===== src/rtl/serial_word_capture_if.sv =====
// Valid/ready word handshake between serial_word_capture and the next stage.
interface serial_word_capture_if #(
  parameter int unsigned WORD_W = 8
) ();
  logic [WORD_W-1:0] word_data;
  logic              word_valid;
  logic              word_ready;

  modport master (output word_data, output word_valid, input word_ready);
  modport slave  (input word_data, input word_valid, output word_ready);
endinterface


===== src/rtl/serial_word_capture.sv =====
// Sync-pattern hunter and MSB-first deserializer feeding a small output FIFO.
// Optional per-word even-parity check: define SERIAL_WORD_CAPTURE_PARITY_CHECK_EN.
module serial_word_capture #(
  parameter int unsigned       WORD_W       = 8,
  parameter int unsigned       SYNC_W       = 8,
  parameter logic [SYNC_W-1:0] SYNC_PATTERN = 8'hA5,
  parameter int unsigned       FRAME_WORDS  = 4,
  parameter int unsigned       FIFO_DEPTH   = 4,
  parameter int unsigned       CNT_W        = 8
) (
  input  logic                   clk,
  input  logic                   reset_n,
  input  logic                   bit_in,
  input  logic                   bit_valid,
  input  logic                   resync,
  serial_word_capture_if.master  out_if,
  output logic                   locked,
  output logic [CNT_W-1:0]       overflow_cnt,
  output logic [CNT_W-1:0]       parity_err_cnt
);

  localparam int unsigned AW = $clog2(FIFO_DEPTH);
`ifdef SERIAL_WORD_CAPTURE_PARITY_CHECK_EN
  localparam int unsigned BitsPerWord = WORD_W + 1;
`else
  localparam int unsigned BitsPerWord = WORD_W;
`endif
  localparam int unsigned BCW = $clog2(BitsPerWord + 1);
  localparam int unsigned WCW = $clog2(FRAME_WORDS + 1);

  typedef enum logic [0:0] {StHunt, StCapture} state_e;

  state_e            state_q, state_d;
  logic [SYNC_W-1:0] sync_q, sync_d, sync_shift;
  logic [WORD_W-1:0] word_sr_q, word_sr_d, word_shift, push_word;
  logic [BCW-1:0]    bit_cnt_q, bit_cnt_d;
  logic [WCW-1:0]    word_cnt_q, word_cnt_d;
  logic              push, word_done;

  assign sync_shift = SYNC_W'({sync_q, bit_in});
  assign word_shift = WORD_W'({word_sr_q, bit_in});

`ifdef SERIAL_WORD_CAPTURE_PARITY_CHECK_EN
  logic             parity_bad;
  logic [CNT_W-1:0] perr_q;
`endif

  always_comb begin
    state_d    = state_q;
    sync_d     = sync_q;
    word_sr_d  = word_sr_q;
    bit_cnt_d  = bit_cnt_q;
    word_cnt_d = word_cnt_q;
    push       = 1'b0;
    push_word  = word_sr_q;
    word_done  = 1'b0;
`ifdef SERIAL_WORD_CAPTURE_PARITY_CHECK_EN
    parity_bad = 1'b0;
`endif
    if (resync) begin
      // Partial word is abandoned by clearing the bit counter; FIFO untouched.
      state_d    = StHunt;
      sync_d     = '0;
      bit_cnt_d  = '0;
      word_cnt_d = '0;
    end else if (bit_valid) begin
      case (state_q)
        StHunt: begin
          sync_d = sync_shift;
          if (sync_shift == SYNC_PATTERN) begin
            state_d    = StCapture;
            bit_cnt_d  = '0;
            word_cnt_d = '0;
          end
        end
        StCapture: begin
`ifdef SERIAL_WORD_CAPTURE_PARITY_CHECK_EN
          if (bit_cnt_q == BCW'(WORD_W)) begin
            word_done = 1'b1;
            if (^{word_sr_q, bit_in}) parity_bad = 1'b1;
            else                      push       = 1'b1;
          end else begin
            word_sr_d = word_shift;
            bit_cnt_d = bit_cnt_q + BCW'(1);
          end
`else
          word_sr_d = word_shift;
          push_word = word_shift;
          if (bit_cnt_q == BCW'(WORD_W - 1)) begin
            word_done = 1'b1;
            push      = 1'b1;
          end else begin
            bit_cnt_d = bit_cnt_q + BCW'(1);
          end
`endif
          if (word_done) begin
            bit_cnt_d = '0;
            if (word_cnt_q == WCW'(FRAME_WORDS - 1)) begin
              state_d    = StHunt;
              sync_d     = '0;
              word_cnt_d = '0;
            end else begin
              word_cnt_d = word_cnt_q + WCW'(1);
            end
          end
        end
        default: state_d = StHunt;
      endcase
    end
  end

  always_ff @(posedge clk or negedge reset_n) begin
    if (!reset_n) begin
      state_q    <= StHunt;
      sync_q     <= '0;
      word_sr_q  <= '0;
      bit_cnt_q  <= '0;
      word_cnt_q <= '0;
    end else begin
      state_q    <= state_d;
      sync_q     <= sync_d;
      word_sr_q  <= word_sr_d;
      bit_cnt_q  <= bit_cnt_d;
      word_cnt_q <= word_cnt_d;
    end
  end

  assign locked = (state_q == StCapture);

  // Output FIFO; the extra pointer bit separates full from empty.
  logic [WORD_W-1:0] mem_q [FIFO_DEPTH];
  logic [AW:0]       wr_ptr_q, rd_ptr_q;
  logic              empty, full, pop, push_ok, drop;
  logic [CNT_W-1:0]  ovf_q;

  assign empty   = (wr_ptr_q == rd_ptr_q);
  assign full    = (wr_ptr_q[AW] != rd_ptr_q[AW]) && (wr_ptr_q[AW-1:0] == rd_ptr_q[AW-1:0]);
  assign pop     = !empty && out_if.word_ready;
  assign push_ok = push && (!full || pop);
  assign drop    = push && full && !pop;

  always_ff @(posedge clk or negedge reset_n) begin
    if (!reset_n) begin
      wr_ptr_q <= '0;
      rd_ptr_q <= '0;
      ovf_q    <= '0;
    end else begin
      if (push_ok)                 wr_ptr_q <= wr_ptr_q + (AW+1)'(1);
      if (pop)                     rd_ptr_q <= rd_ptr_q + (AW+1)'(1);
      if (drop && (ovf_q != '1))   ovf_q    <= ovf_q + CNT_W'(1);
    end
  end

  always_ff @(posedge clk) begin
    if (push_ok) mem_q[wr_ptr_q[AW-1:0]] <= push_word;
  end

  assign out_if.word_valid = !empty;
  assign out_if.word_data  = empty ? '0 : mem_q[rd_ptr_q[AW-1:0]];
  assign overflow_cnt      = ovf_q;

`ifdef SERIAL_WORD_CAPTURE_PARITY_CHECK_EN
  always_ff @(posedge clk or negedge reset_n) begin
    if (!reset_n)                         perr_q <= '0;
    else if (parity_bad && (perr_q != '1)) perr_q <= perr_q + CNT_W'(1);
  end
  assign parity_err_cnt = perr_q;
`else
  assign parity_err_cnt = '0;
`endif

endmodule


===== src/flat_wrapper.sv =====
// flat-port wrapper written by rule: the top's interface ports become plain ports
module serial_word_capture_flat 
#(
  parameter int unsigned       WORD_W       = 8,
  parameter int unsigned       SYNC_W       = 8,
  parameter logic [SYNC_W-1:0] SYNC_PATTERN = 8'hA5,
  parameter int unsigned       FRAME_WORDS  = 4,
  parameter int unsigned       FIFO_DEPTH   = 4,
  parameter int unsigned       CNT_W        = 8
)
  (clk, reset_n, bit_in, bit_valid, resync, locked, overflow_cnt, parity_err_cnt, out_if_word_data, out_if_word_valid, out_if_word_ready);
  serial_word_capture_if #(.WORD_W(WORD_W)) out_if_i ();
  input  logic clk;
  input  logic reset_n;
  input  logic bit_in;
  input  logic bit_valid;
  input  logic resync;
  output logic locked;
  output logic [CNT_W-1:0] overflow_cnt;
  output logic [CNT_W-1:0] parity_err_cnt;
  output wire logic [$bits(out_if_i.word_data)-1:0] out_if_word_data;
  output wire logic [$bits(out_if_i.word_valid)-1:0] out_if_word_valid;
  input wire logic [$bits(out_if_i.word_ready)-1:0] out_if_word_ready;
  assign out_if_word_data = out_if_i.word_data;
  assign out_if_word_valid = out_if_i.word_valid;
  assign out_if_i.word_ready = out_if_word_ready;
  serial_word_capture #(.WORD_W(WORD_W), .SYNC_W(SYNC_W), .SYNC_PATTERN(SYNC_PATTERN), .FRAME_WORDS(FRAME_WORDS), .FIFO_DEPTH(FIFO_DEPTH), .CNT_W(CNT_W)) u_core (.clk(clk), .reset_n(reset_n), .bit_in(bit_in), .bit_valid(bit_valid), .resync(resync), .out_if(out_if_i), .locked(locked), .overflow_cnt(overflow_cnt), .parity_err_cnt(parity_err_cnt));
endmodule

===== config.mk =====
export PLATFORM = sky130hd
export DESIGN_NAME = serial_word_capture_flat
export DESIGN_NICKNAME = d
export VERILOG_FILES = /design/src/rtl/serial_word_capture_if.sv /design/src/rtl/serial_word_capture.sv /design/src/flat_wrapper.sv
export SDC_FILE = /design/constraint.sdc
export NUM_CORES = 1
export LEC_CHECK = 0
export ABC_CLOCK_PERIOD_IN_PS = 1890
export BUFFER_PORTS_ARGS = -buffer_cell sky130_fd_sc_hd__buf_2
export CORE_ASPECT_RATIO = 1.5
export CORE_MARGIN = 10
export CORE_UTILIZATION = 25
export DETAILED_ROUTE_END_ITERATION = 8
export REMOVE_ABC_BUFFERS = 1
export SLEW_MARGIN = 20
export SYNTH_ARGS = -nofsm -noshare
export SYNTH_HDL_FRONTEND = slang
export SYNTH_SLANG_ARGS = --single-unit

===== constraint.sdc =====
create_clock -name clk -period 1.89 [get_ports clk]
set_input_delay 0.2835 -clock clk [delete_from_list [all_inputs] [get_ports clk]]
set_output_delay 0.2835 -clock clk [all_outputs]
set_load 0.1 [all_outputs]

==> flow_summary.yaml <==
worst_setup_path:
  end_kind: "output pin"
  critPathArrivalTime_ns: 1.73
  worstPathMaxFanout: 5
  cp-start-kind: "flip-flop"
  r2r_setup_slack_ns: 0.07
  required_ns: 1.61
  reg2regPathDepth: 8
  worstSetupStartpoint: "u_core.rd_ptr_q[0]$_DFFE_PN0P_"
  reg2reg_to: "u_core.wr_ptr_q[2]$_DFFE_PN0N_"
  crit_chain: "buf_12 -> mux4_2 -> nor2b_1 -> buf_6"
  max_stage_delay_ns: 0.50
  critPathCapture: "out_if_word_data[0]"
  setup.worst_path.class: "flip-flop to output pin"
  slowest_stage: "mux4_2"
  rr_startpoint: "u_core.rd_ptr_q[0]$_DFFE_PN0P_"
global_routing:
  gr-total-overflow: 0
  grt_max_degree: 38
  grt_pass1_wl_um: 9780
  antenna_found_initial: 0
  grtUsageTotal_pct: 7.02
  grt_pass1_vias: 1954
cells_and_area:
  final_common_cell: "dfrtp_1"
  instances_no_fill: 429
  final_cell_mix: "36 x dfrtp_1, 32 x edfxtp_1, 21 x nand2_1"
  layout-drive-gt1-share_pct: 34.8
  antennaDiodeCount: 0
  nets: 285
  fillers: 1224
  area_delta_synth_final_pct: 28.4
  utilization_pct: 33.0
sta:
  fmax_mhz: 496
  whs_ns: 0.00305
  maxSlewHeadroom_pct: 66.2
  tightestPinTransition_ns: 0.506
  fin_crit_ns: 2.02
  fin_crit_sh_pct: 107
  tns_ns: -0.945
  skew_ns: 0.00644
  rsz0062_at_grt: "yes"
  slew_viol_final: 0
  timing.final.ws_setup_ns: -0.128
  setup_violations: 9
  hold_violations: 0
logic_synthesis:
  syn_inst: 225
  yosys_warnings: 0
  synth_edf_count: 32
  synth_simple_gate_area_share_pct: 13.8
  ys_ff_latch: 69
  async_flop_share_pct: 53.6
  avgSynthCellArea_sq_um: 13.7
  synth_cell_types: 36
  synthXorXnorAreaFrac_pct: 4.26
  synth_top_family_by_area: "simple AND/OR/NAND/NOR gates"
  synth_fa_ha_area_share_pct: 3.25
  ys_seq_area_share_pct: 61.2
  ys.flop_type: "dfrtp_1"
  synth_compound_area_share_pct: 3.21
  syn-cell-area_sq_um: 3080
  synth_mux_area_share_pct: 10.5
job:
  cap_viol_max_count: 0
placement:
  io_buffers: 23
  pre_cts_ws_ns: 0.0242
  gp_congestion: 0.752
  dp_hpwl_um: 4190
  dp.cells: 409
pwr:
  p_leak_nw: 1.61
  p_per_area_nw_per_um2: 1440
  max-vdd-ir-drop_mv: 0.569
drt:
  final_antenna_net_count: 0
  route.detailed.drc: 0
  drtIter0Drc: 45
  avgRoutedWirePerCell_um: 13.6
  viasPerCell: 4.26
  dr_total_vias: 1829
  dr.pass1.iters: 4
  drt-total-wl_um: 5850
floorplanning:
  io-pin-count: 32
  die_h_um: 156
  fp.dieW_um: 111
  start_util_pct: 25.7
  num_rows: 49
  die_area_sq_um: 17300
  fp.coreArea_sq_um: 12000
status:
  violations: "setup timing"
  status: "finished, violations left"
clocking:
  cts_buffer_depth: 2
  cts_hold_buf: 0
  cts_tree: "yes"
  clk_pin_slew_ns: 0.06
  cts.sink_count: 69
  htree_levels: 3
  numCtsBuffers: 9
  clock_latency_ns: 0.33
  root_buffer: "clkbuf_16"
hold_path:
  hp-class: "input port to async pin"
-- final cells by class --
type / instances / area [sq um] / share of cell area, %
Clock buffer: 9 / 225 / 5.69
Clock inverter: 7 / 81.3 / 2.05
Inverter: 5 / 18.8 / 0.474
Multi-Input combinational cell: 143 / 1160 / 29.3
Sequential cell: 69 / 1890 / 47.7
Tap cell: 153 / 191 / 4.83
Timing Repair Buffer: 43 / 394 / 9.95
-- worst min path at each step --
stage               cells after the start  slack (ns)                                 end     from
floorplan                               0       -0.01     u_core.bit_cnt_q[0]$_DFFE_PN0P_  reset_n
global placement                        2        0.37     u_core.bit_cnt_q[0]$_DFFE_PN0P_  reset_n
detailed placement                      2        0.37  u_core.overflow_cnt[7]$_DFFE_PN0P_  reset_n
CTS                                     2        0.02    u_core.word_cnt_q[0]$_DFFE_PN0P_  reset_n
global route                            2        0.05    u_core.word_cnt_q[0]$_DFFE_PN0P_  reset_n
finish                                  2       0.003    u_core.word_cnt_q[0]$_DFFE_PN0P_  reset_n
-- where the power goes --
part / internal (mW) / total (mW) / switching, mW
Sequential: 1.72 / 1.80 / 0.0746
Clock: 1.04 / 1.69 / 0.654
Combinational: 0.795 / 2.20 / 1.41
Total: 3.56 / 5.69 / 2.13
-- worst max-delay path, delay by kind of cell, from the launching register on --
family | cells | cell delay (ns)
buf+inv | 2 | 0.32
simple gates | 1 | 0.16
flops | 1 | 0.43
mux | 1 | 0.50
-- per-layer routing --
metal / vias to the layer above / track usage [%] / wire length [um]
met5: - / 0 / 0
met4: 0 / 3.36 / 72
met3: 7 / 3.08 / 344
met2: 34 / 11.8 / 3020
met1: 910 / 7.39 / 2410
li1: 878 / - / -
-- kinds of logic (layout without fill, tap and decap cells) --
| group | Yosys count | in the layout |
|---|---|---|
| flip-flops | 69 | 69 |
| XOR/XNOR | 15 | 15 |
| multiplexers | 21 | 21 |
| AO/OA/AOI/OAI | 18 | 18 |
| AND/OR/NAND/NOR | 73 | 73 |
| buffers and inverters | 20 | 64 |
| adder cells (fa/ha/maj) | 8 | 8 |
| other | 1 | 8 |
-- state kept, by name, indices dropped and copies added, names as in the netlist --
signal and count:
u_core.sync_q 7, u_core.locked 1, u_core.mem_q 32, u_core.wr_ptr_q 3, u_core.word_cnt_q 3, u_core.rd_ptr_q 3
u_core.overflow_cnt 8, u_core.word_sr_q 8, u_core.bit_cnt_q 4
-- timing repair --
| action | in CTS | in global routing |
|---|---|---|
| gates resized for setup | 18 | 15 |
| buffers inserted | 1 | 2 |
| endpoints found under the hold margin | 0 | 0 |
| pin swaps | 0 | 2 |
| gates cloned | 0 | 1 |
| endpoints found under the setup margin | 9 | 36 |
-- stage by stage --
stage	total power, mW	area [sq um]
2_1_floorplan	3.26	3010
3_3_place_gp	3.73	3500
3_5_place_dp	3.75	3500
4_1_cts	5.64	3870
5_1_grt	5.93	3960
6_report	5.69	3960
-- Yosys cell counts, drive strengths merged (2+ instances only) --
master / number / area share (%)
xor2: 8 / 2.3
ha: 8 / 3.2
nor3: 5 / 0.97
nand3b: 2 / 0.49
buf: 11 / 2.6
inv: 5 / 0.61
edfxtp: 32 / 31
nand3: 7 / 1.5
dfrtp: 37 / 30
o21ai: 10 / 1.6
nor2: 11 / 1.3
xnor2: 7 / 2.0
mux4: 8 / 5.8
mux2i: 3 / 0.97
nor2b: 9 / 1.8
and2: 4 / 0.81
clkbuf: 4 / 0.49
nor4: 3 / 1.6
nand2b: 5 / 1.0
mux2: 10 / 3.7
a21oi: 5 / 0.81
nand2: 21 / 2.6
(Power assumes the default switching activity.)
